### src/rtl/pc_unit.sv
// rtl/pc_unit.sv - program counter with branch/jump/return selection and a circular return-address stack
module pc_unit #(
  parameter int               WIDTH        = 32,
  parameter logic [WIDTH-1:0] RESET_VECTOR = '0,
  parameter int               STEP         = 4,
  parameter int               RAS_DEPTH    = 4
) (
  input  logic             clk,
  input  logic             rst_n,
  input  logic             stall,
  input  logic [1:0]       sel,
  input  logic [WIDTH-1:0] branch_addr,
  input  logic [WIDTH-1:0] jump_addr,
  input  logic             call,
  output logic [WIDTH-1:0] pc,
  output logic             redirect,
  output logic             ras_empty,
  output logic             ras_full,
  output logic             ras_err
);

  localparam int PW = $clog2(RAS_DEPTH);
  localparam int CW = $clog2(RAS_DEPTH + 1);

  localparam logic [1:0] SEL_SEQ    = 2'd0;
  localparam logic [1:0] SEL_BRANCH = 2'd1;
  localparam logic [1:0] SEL_JUMP   = 2'd2;

  logic [WIDTH-1:0] pc_q, pc_d;
  logic             redirect_q, redirect_d;
  logic             err_q, err_d;
  logic [PW-1:0]    ptr_q, ptr_d;
  logic [CW-1:0]    count_q, count_d;
  logic [WIDTH-1:0] ras_q [RAS_DEPTH];

  logic             wr_en;
  logic [PW-1:0]    wr_idx;
  logic [WIDTH-1:0] seq_pc;
  logic [PW-1:0]    ptr_inc, ptr_dec;
  logic             ras_nonempty;
  logic             count_full;
  logic             pop;

  assign seq_pc       = pc_q + WIDTH'(STEP);
  assign ras_nonempty = (count_q != '0);
  assign count_full   = (count_q == CW'(RAS_DEPTH));
  assign pop          = !stall && (sel == 2'd3) && ras_nonempty;

  // ptr_q always addresses the top entry; wrap explicitly since RAS_DEPTH need not be a power of two
  assign ptr_inc = (ptr_q == PW'(RAS_DEPTH - 1)) ? '0 : ptr_q + PW'(1);
  assign ptr_dec = (ptr_q == '0) ? PW'(RAS_DEPTH - 1) : ptr_q - PW'(1);

  always_comb begin
    pc_d       = pc_q;
    redirect_d = 1'b0;
    err_d      = err_q;
    ptr_d      = ptr_q;
    count_d    = count_q;
    wr_en      = 1'b0;
    wr_idx     = ptr_q;
    if (!stall) begin
      case (sel)
        SEL_SEQ: pc_d = seq_pc;
        SEL_BRANCH: begin
          pc_d       = branch_addr;
          redirect_d = 1'b1;
        end
        SEL_JUMP: begin
          pc_d       = jump_addr;
          redirect_d = 1'b1;
        end
        default: begin
          if (ras_nonempty) begin
            pc_d       = ras_q[ptr_q];
            redirect_d = 1'b1;
          end else begin
            pc_d  = seq_pc;
            err_d = 1'b1;
          end
        end
      endcase

      // Pop-then-push collapses to overwriting the top in place
      if (call) begin
        wr_en = 1'b1;
        if (!pop) begin
          ptr_d   = ptr_inc;
          wr_idx  = ptr_inc;
          count_d = count_full ? count_q : count_q + CW'(1);
        end
      end else if (pop) begin
        ptr_d   = ptr_dec;
        count_d = count_q - CW'(1);
      end
    end
  end

  always_ff @(posedge clk) begin
    if (!rst_n) begin
      pc_q       <= RESET_VECTOR;
      redirect_q <= 1'b0;
      err_q      <= 1'b0;
      ptr_q      <= '0;
      count_q    <= '0;
    end else begin
      pc_q       <= pc_d;
      redirect_q <= redirect_d;
      err_q      <= err_d;
      ptr_q      <= ptr_d;
      count_q    <= count_d;
    end
  end

  always_ff @(posedge clk) begin
    if (rst_n && wr_en) begin
      ras_q[wr_idx] <= seq_pc;
    end
  end

  assign pc        = pc_q;
  assign redirect  = redirect_q;
  assign ras_empty = !ras_nonempty;
  assign ras_full  = count_full;
  assign ras_err   = err_q;

endmodule
### config.mk
export PLATFORM = sky130hd
export DESIGN_NAME = pc_unit
export DESIGN_NICKNAME = d
export VERILOG_FILES = /design/src/rtl/pc_unit.sv
export SDC_FILE = /design/constraint.sdc
export NUM_CORES = 1
export LEC_CHECK = 0
export CORE_MARGIN = 2
export CORE_UTILIZATION = 55
export DETAILED_ROUTE_END_ITERATION = 10
export PLACE_DENSITY_LB_ADDON = 0.12
export SLEW_MARGIN = 20
export SYNTH_ARGS = -nofsm -noshare
export SYNTH_HDL_FRONTEND = slang
export SYNTH_SLANG_ARGS = --single-unit
### constraint.sdc
create_clock -name clk -period 4.7 [get_ports clk]
set_clock_uncertainty 0.1 [all_clocks]
set_input_delay 0.47 -clock clk [delete_from_list [all_inputs] [get_ports clk]]
set_output_delay 0.47 -clock clk [all_outputs]
set_load 0.01 [all_outputs]
# Yosys cells after proc, flatten, opt, wreduce, memory -nomap -nowiden

Memory sizes are Yosys's and may differ from the RTL's. A register that Yosys moved wholly into a read port is not among the register bits.
Cells that the tools add are included.

Eq/ne operators: 7
Reductions and logical operators: 15
$add $sub $neg: 5
Bitwise logic cells: 4
Multiplexer cells: 21

Operator list:

| cell                                                               | count |
|---|---|
| 32-bit case mux with 3 select lines                                | 1 |
| 32-bit by 3-bit adder with 32-bit output, second input constant    | 1 |
| 32-bit 2-to-1 mux                                                  | 1 |
| 2-bit 2-to-1 mux                                                   | 9 |
| 3-bit 2-to-1 mux                                                   | 4 |
| 2-bit == test, second input constant                               | 3 |
| 1-bit 2-to-1 mux                                                   | 5 |
| 2-bit logical NOT                                                  | 2 |
| 1-bit NOT                                                          | 4 |
| 4-bit AND reduction                                                | 1 |
| 2-bit OR reduction                                                 | 2 |
| 3-bit by 1-bit adder with 3-bit output, second input constant      | 1 |
| 3-bit == test, second input constant                               | 1 |
| 1-bit logical AND                                                  | 3 |
| 3-bit AND reduction                                                | 1 |
| 3-bit nonzero test                                                 | 1 |
| 3-bit OR reduction                                                 | 1 |
| 3-bit by 1-bit subtractor with 3-bit output, second input constant | 1 |
| 2-bit by 1-bit adder with 2-bit output, second input constant      | 1 |
| 2-bit by 1-bit == test with 1-bit output, second input constant    | 1 |
| 1-bit logical NOT                                                  | 2 |
| 2-bit by 1-bit != test with 1-bit output, second input constant    | 1 |
| 2-bit != test, second input constant                               | 1 |
| 1-bit case mux with 2 select lines                                 | 1 |
| 3 further kinds                                                    | 3 |

Bits in registers: 39
RAM bits: 128
Word-level logic and storage cells: 58
Memories: 1
Output and inout port bits: 36

Memories:

| memory | depth | width | read ports | clocked after Yosys merged registers in | write ports | RTL line | RTL |
|---|---|---|---|---|---|---|---|
| ras_q  | 4     | 32    | 1          | 1                                       | 1           | 34       | `logic [WIDTH-1:0] ras_q [RAS_DEPTH];` |

# Logic depth before layout (Yosys ltp)

Gate-level depths: netlist of the first run.

Word-level depth: 7
Depth in mapped cells: 9
Mapped depth without buffers: 7

# Worst setup path after synthesis of the first run

No wires, ideal clock.

Path kind: flip-flop to flip-flop
Start: register count_q[0]
End: memory ras_q[3][0] (enable)
Library setup time: 0.461 ns
Clock period less this slack: 4.115 ns
Path buffers: 1
Stages on the path, launching flop included: 7
Data arrival time: 3.554 ns
Required time: 4.139 ns
Slack: 0.585 ns
Cells stage by stage: dfxtp_1 -> or3_1 -> clkbuf_1 -> a21o_1 -> nor3_1 -> a21oi_1 -> nor3_1

Word-level cells in the longest chain between the ends: 5

RTL lines:

| element                | RTL line | RTL |
|---|---|---|
| start, declared        | 33       | `logic [CW-1:0] count_q, count_d;` |
| start signal, assigned | 110      | `count_q <= count_d;` |
| 3-bit nonzero test     | 45       | `assign ras_nonempty = (count_q != '0);` |
| 1-bit logical AND      | 47       | `assign pop = !stall && (sel == 2'd3) && ras_nonempty;` |
| 2-bit 2-to-1 mux       | --       |  |
| 2-bit 2-to-1 mux       | 84       | `if (call) begin` |
| 2-bit 2-to-1 mux       | 61       | `if (!stall) begin` |
| end, declared          | 34       |  |

No other way between the ends.

# Worst setup path after layout of the first run

Start: register count_q[0]
End: memory ras_q[0][0] (enable)

Same word-level chain as after synthesis.

==> metrics.md, run 1 <==
| Metric | Value |
|---|---|
| Final cell count without fillers | `907` |
| Data required, critical path | `4.66 ns` |
| Final setup viols | `0` |
| Post-synth top area share | `48.1%` |
| Pin count of the biggest net entering global routing | `33` |
| FP Rows | `44` |
| IO Count | `106` |
| Kind of end point of the critical path | `flip-flop` |
| Critical Path Max Stage Delay | `0.63 ns` |
| Worst skew pair latency | `0.43 ns` |
| Hold Slack | `0.424 ns` |
| Cell accounting for the most synthesized area | `edfxtp_1` |
| Number of synthesized flops with an enable pin | `128` |
| PwrDens | `372 nW/um^2` |
| Clock transition at path regs | `about 0.07 ns` |
| Final nets | `a little under 800` |
| Pins Over Slew Limit | `0` |
| Max Cap Viol | `0` |
| Clock Sinks | `169` |
| GRT Resource Usage Total | `26.3%` |
| Global-route wire length before repair | `approximately 31,000 um` |
| Unrepaired setup endpoints after global routing | `no` |
| Vias/cell | `6.36` |
| Slew headroom | `32.7%` |
| Finished Cell Area | `9800 um^2` |
| Ys Warns | `0` |
| Share of synthesized registers carrying an async set or reset | `0%` |
| Starting density of the core | `55.6%` |
| Synthesized Nets | `697` |
| DPL Wire Length | `12,600 um` |
| Worst Path Arrival | `2.95 ns` |
| Dpl ws | `1.32 ns` |
| H-tree levels | `4` |
| Fmax | `334 MHz` |
| Root Buffer | `clkbuf_16` |
| Register area share after synthesis | `between 50% and 60%` |
| Commonest cells post-synth | `edfxtp_1 (128), o21ai_0 (46), a21oi_1 (41), dfxtp_1 (41), nand2_1 (33)` |
| Worst Tran Pin Value | `around 1.0 ns` |
| Worst-path cell chain | `or3_1 -> nand2_1 -> mux2i_1 -> nand3_1 -> nor2_2 -> buf_4` |
| Residual DRC | `0` |
| Average size of a mapped cell | `12.9 um^2` |
| Synth area leaders | `edfxtp_1 (48%), dfxtp_1 (10%), mux4_2 (9.0%), o21ai_0 (2.9%), a22oi_1 (2.6%)` |
| Final period util | `a little under two thirds` |
| Vias | `5,765` |
| Drt wl/cell | `roughly 22 um` |
| Layout area overhead | `22.7%` |
| Antenna cell count | `0` |
| First-pass detailed-route iteration total | `5` |
| Final Util | `68.2%` |
| Top_reg_cell synth | `edfxtp_1` |
| Fin. Hold Viols | `0` |
| DIE HEIGHT | `between 100 and 150 um` |
| Clock Path Buffers | `2` |
| Reg2reg start | `count_q[0]` |
| CTS tree | `yes` |
| Vias in the first global route | `5,807` |
| Syn Inst Count | `around 600` |
| Critical path class | `flip-flop to flip-flop` |
| Placed Cells | `875` |
| Setup TNS | `0 ns` |
| IO Port Bufs | `around 110` |
| Placed instance area | `9200 um^2` |
| Routed Antenna Nets | `0` |
| Worst Path Max Fanout | `32` |
| FF+latch count, synth | `169` |
| Most common cell in the netlist | `edfxtp_1` |
| Layout cells sized above 1 | `between 10% and 20%` |
| Initial antenna violation count | `0` |
| Area of the mapped netlist | `7990 um^2` |
| Worst setup startpoint | `count_q[0]` |
| Core area | `14,400 um^2` |
| Die W | `124 um` |
| Static Leak | `3.44 nW` |
| DR iter-0 viols | `462` |
| Total Routed Length | `20,000 um` |
| Netlist cell types | `55` |
| Worst Hold Class | `flip-flop to flip-flop` |
| Hold path startpoint | `ras_err` |
| Die area | `approximately 15,000 um^2` |
| Total Power | `3.64 mW` |
| Postcts setup bufs | `0` |
| Status | `complete, no violations` |
| Crit path launch type | `flip-flop` |
| Min Tclk post-route | `2.99 ns` |
| TritonCTS buffer count | `17` |
| GRT overflow | `0` |
| IR Drop Worst-Case VDD | `0.000288 V` |
| Slowest CP cell | `or3_1` |
| Post-route setup slack | `1.71 ns` |
| Gpl congestion | `0.835` |
| Post-CTS resize count | `0` |
| CTS Hold Bufs | `0` |
==> cells by family (layout without fill, tap and decap cells) <==
logic type	after synthesis	in the layout	share of synthesized area (%)
compound gates	176	176	14.6
xor+xnor	30	30	3.29
fa+ha+maj	9	9	1.50
buf+inv	61	166	3.21
flops	169	169	58.4
mux	37	37	9.71
simple gates	136	136	9.26
==> state kept, by name, indices dropped and copies added (netlist names), named ones only <==
name and cells:
count_q 3, pc 32, ptr_q 2, ras_err 1, ras_q 128, redirect 1
==> per-layer routing <==
layer	GRT usage, %	vias to the layer above	routed length (um)	part of all wire [%]
met2	42.7	269	9860	49
met3	5.71	27	1530	7.6
met5	0	-	0	0
met1	35.3	2862	8330	42
met4	9.05	0	274	1.4
li1	-	2607	-	-
==> cell usage in the layout (no fill, tap or decap), drive strengths merged, types with 13 or more instances in the layout <==
cell type        n
xnor2           24
edfxtp         128
and3            13
nand2           33
mux4            32
dfxtp           41
inv             15
o21ai           46
a22oi           28
nand3           22
a21oi           41
clkdlybuf4s50  105
nor2            19
buf             16
clkbuf          18
==> area by class of cell <==
cell class,instances,area [um^2]
sequential,169,4670
fill,1033,4570
multi-input combinational,388,3080
timing repair buffer,121,1170
clock buffer,18,429
tap,184,230
clock inverter,14,174
inverter,13,48.8
==> report_power, final <==
group          leakage [nW]  switching [mW]  total, mW  internal [mW]
Clock                 0.285           0.583       1.42          0.839
Combinational          1.65           0.237      0.472          0.236
Sequential             1.51          0.0761       1.75           1.67
Total                  3.44           0.896       3.64           2.75
==> final timing paths <==
| path | end | slack, ns | cells after the start |
|---|---|---|---|
| setup / recovery | ras_q[0][0] | 1.71 | 6 |
| hold / removal | ras_err | 0.42 | 2 |
| setup reg to reg | ras_q[0][0] | 1.71 | 6 |
| hold reg to reg | ras_err | 0.42 | 2 |
==> critical path, delay by kind of cell, from the launching register on <==
kind	cells	cell delay (ns)
muxes	1	0.37
buffers and inverters	1	0.47
and+or+nand+nor	4	1.30
DFF	1	0.35
(Power assumes the default switching activity.)
==> run 2, diff against run 1 <==
==> constraint.sdc (replaced) <==
create_clock -name clk -period 2.8 [get_ports clk]
set_clock_uncertainty 0.1 [all_clocks]
set_input_delay 0.28 -clock clk [delete_from_list [all_inputs] [get_ports clk]]
set_output_delay 0.28 -clock clk [all_outputs]
set_load 0.01 [all_outputs]
==> metrics.md, run 2 (synthesized netlist as in run 1, its figures left out) <==
| Metric | Value |
|---|---|
| Max reg flops | `128 (unchanged)` |
| IR Drop Worst-Case VDD | `0.000453 V (+57%)` |
| Root Buffer | `clkbuf_16` |
| Fin. Hold Viols | `0 (unchanged)` |
| CTS Hold Bufs | `0 (unchanged)` |
| DIE HEIGHT | `124 um (unchanged)` |
| Static Leak | `3.57 nW (+3.5%)` |
| Starting density of the core | `55.6% (unchanged)` |
| Hold path depth | `2 (unchanged)` |
| Pins Over Slew Limit | `0 (unchanged)` |
| Final setup viols | `0 (unchanged)` |
| Clock Sinks | `169 (unchanged)` |
| Crit path launch type | `flip-flop` |
| Unrepaired setup endpoints after global routing | `no` |
| Slew headroom | `57.5% (+25 points)` |
| Min Tclk post-route | `2.56 ns` |
| TritonCTS buffer count | `17 (unchanged)` |
| Die W | `124 um (unchanged)` |
| Clock transition at path regs | `0.07 ns (about the same)` |
| Worst Hold Endpoint | `ras_err` |
| Kind of end point of the critical path | `primary output` |
| CTS tree | `yes` |
| Critical path class | `flip-flop to primary output` |
| Data required, critical path | `2.42 ns (-2.24 ns)` |
| Die area | `15,500 um^2 (unchanged)` |
| H-tree levels | `4 (unchanged)` |
| Core area | `14,400 um^2 (unchanged)` |
| Vias | `5,849 (+1.5%)` |
| Largest reg by FF count | `ras_q` |
| Vias in the first global route | `5,898 (+1.6%)` |
| DR iter-0 viols | `600 (+30%)` |
| IO Port Bufs | `105 (unchanged)` |
| Pin count of the biggest net entering global routing | `38 (+15%)` |
| FP Rows | `44 (unchanged)` |
| IO Count | `106 (unchanged)` |
| Reg2reg path depth | `6 (unchanged)` |
| Initial antenna violation count | `0 (unchanged)` |
| First-pass detailed-route iteration total | `6 (+1)` |
| Residual DRC | `0 (unchanged)` |
| Antenna cell count | `0 (unchanged)` |
| Fmax | `390 MHz` |
| Vias/cell | `6.32 (-0.62%)` |
| Final period util | `91.5%` |
| Total Routed Length | `20,600 um (+3.2%)` |
| Commonest non-fill, non-tap cell in the layout | `edfxtp_1` |
| Worst Path Max Fanout | `12 (-63%)` |
| GRT Resource Usage Total | `27.4% (+1.1 points)` |
| Worst Path Arrival | `2.18 ns (-0.77 ns)` |
| Reg2reg start | `pc[3]` |
| Max Cap Viol | `0 (unchanged)` |
| Worst Tran Pin Value | `0.632 ns (-0.370 ns)` |
| Commonest non-fill, non-tap cells in the layout | `edfxtp_1 (128), clkdlybuf4s50_1 (105), o21ai_0 (46)` |
| Post-route setup slack | `0.237 ns (-1.47 ns)` |
| GRT overflow | `0 (unchanged)` |
| Reg-to-reg endpoint | `ras_q[0][18]` |
| Hold path startpoint | `ras_err` |
| Layout cells sized above 1 | `15.4% (+2.4 points)` |
| FF-to-FF setup slack | `0.35 ns (-1.36 ns)` |
| Final nets | `808 (+2.4%)` |
| DPL Wire Length | `13,300 um (+5.5%)` |
| Drt wl/cell | `22.3 um (+1.0%)` |
| Clock Path Buffers | `2 (unchanged)` |
| Gpl congestion | `0.824 (-1.3%)` |
| Worst Hold Class | `flip-flop to flip-flop` |
| Worst skew pair latency | `0.43 ns (about the same)` |
| Setup TNS | `0 ns (unchanged)` |
| Dpl ws | `0.173 ns (-1.15 ns)` |
| Global-route wire length before repair | `32,600 um (+3.7%)` |
| Postcts setup bufs | `0 (unchanged)` |
| Routed Antenna Nets | `0 (unchanged)` |
| PwrDens | `612 nW/um^2 (+65%)` |
| Status | `complete, no violations` |
| Layout area overhead | `25.3%` |
| Post-CTS resize count | `0 (unchanged)` |
==> run 2: cell count changes in the layout (fill, tap and decap cells not counted), moves of 2 or more <==
cell / before / now
buf_4: 16 / 30
buf_12: 0 / 5
inv_6: 2 / 4
nor3_2: 2 / 0
nor3_4: 0 / 2
==> run 2: worst max path at each step <==
stage | endpoint | from
global placement | ras_q[1][1] | sel[0]
detailed placement | ras_q[3][30] | sel[0]
CTS | ras_empty | count_q[0]
floorplan | ras_q[0][0] | count_q[0]
finish | ras_empty | count_q[0]
global route | ras_empty | count_q[0]
==> run 2: critical path, stage by stage, from the launching register on <==
cell and delay, ns:
dfxtp_1 0.35, or3_1 0.42, buf_4 0.22, inv_2 0.18
clkdlybuf4s50_1 0.57
==> run 2: layout make-up <==
type,count,area [um^2]
clock inverter,15,165
tap,184,230
timing repair buffer,140,1380
inverter,13,48.8
multi-input combinational,388,3090
sequential,169,4670
clock buffer,17,425
fill,990,4370
==> run 2: stage by stage <==
step | cells | instance area, um^2 | hold slack, ns | power (mW) | util, %
after global routing | 926 | 10000 | 0.454 | 6.33 | 69.6
final | 926 | 10000 | 0.401 | 6.12 | 69.6
after global placement | 894 | 9410 | 0.378 | 3.80 | 65.5
after floorplan | 618 | 8010 | 0.352 | 3.42 | -
after CTS | 926 | 10000 | 0.408 | 6.15 | 69.6
after detailed placement | 894 | 9410 | 0.389 | 3.82 | 65.5
==> run 2: metal layers <==
layer	vias to the layer above	global-route usage, %	routed length, um
met4	0	9.39	395
met2	265	44.4	10100
met3	33	6.23	1560
li1	2651	-	-
met1	2900	36.8	8570
met5	-	0	0
==> run 2: power by group <==
group | total (mW) | internal, mW | switching, mW
logic | 0.872 | 0.427 | 0.446
clock network | 2.35 | 1.33 | 1.02
registers | 2.90 | 2.81 | 0.0943
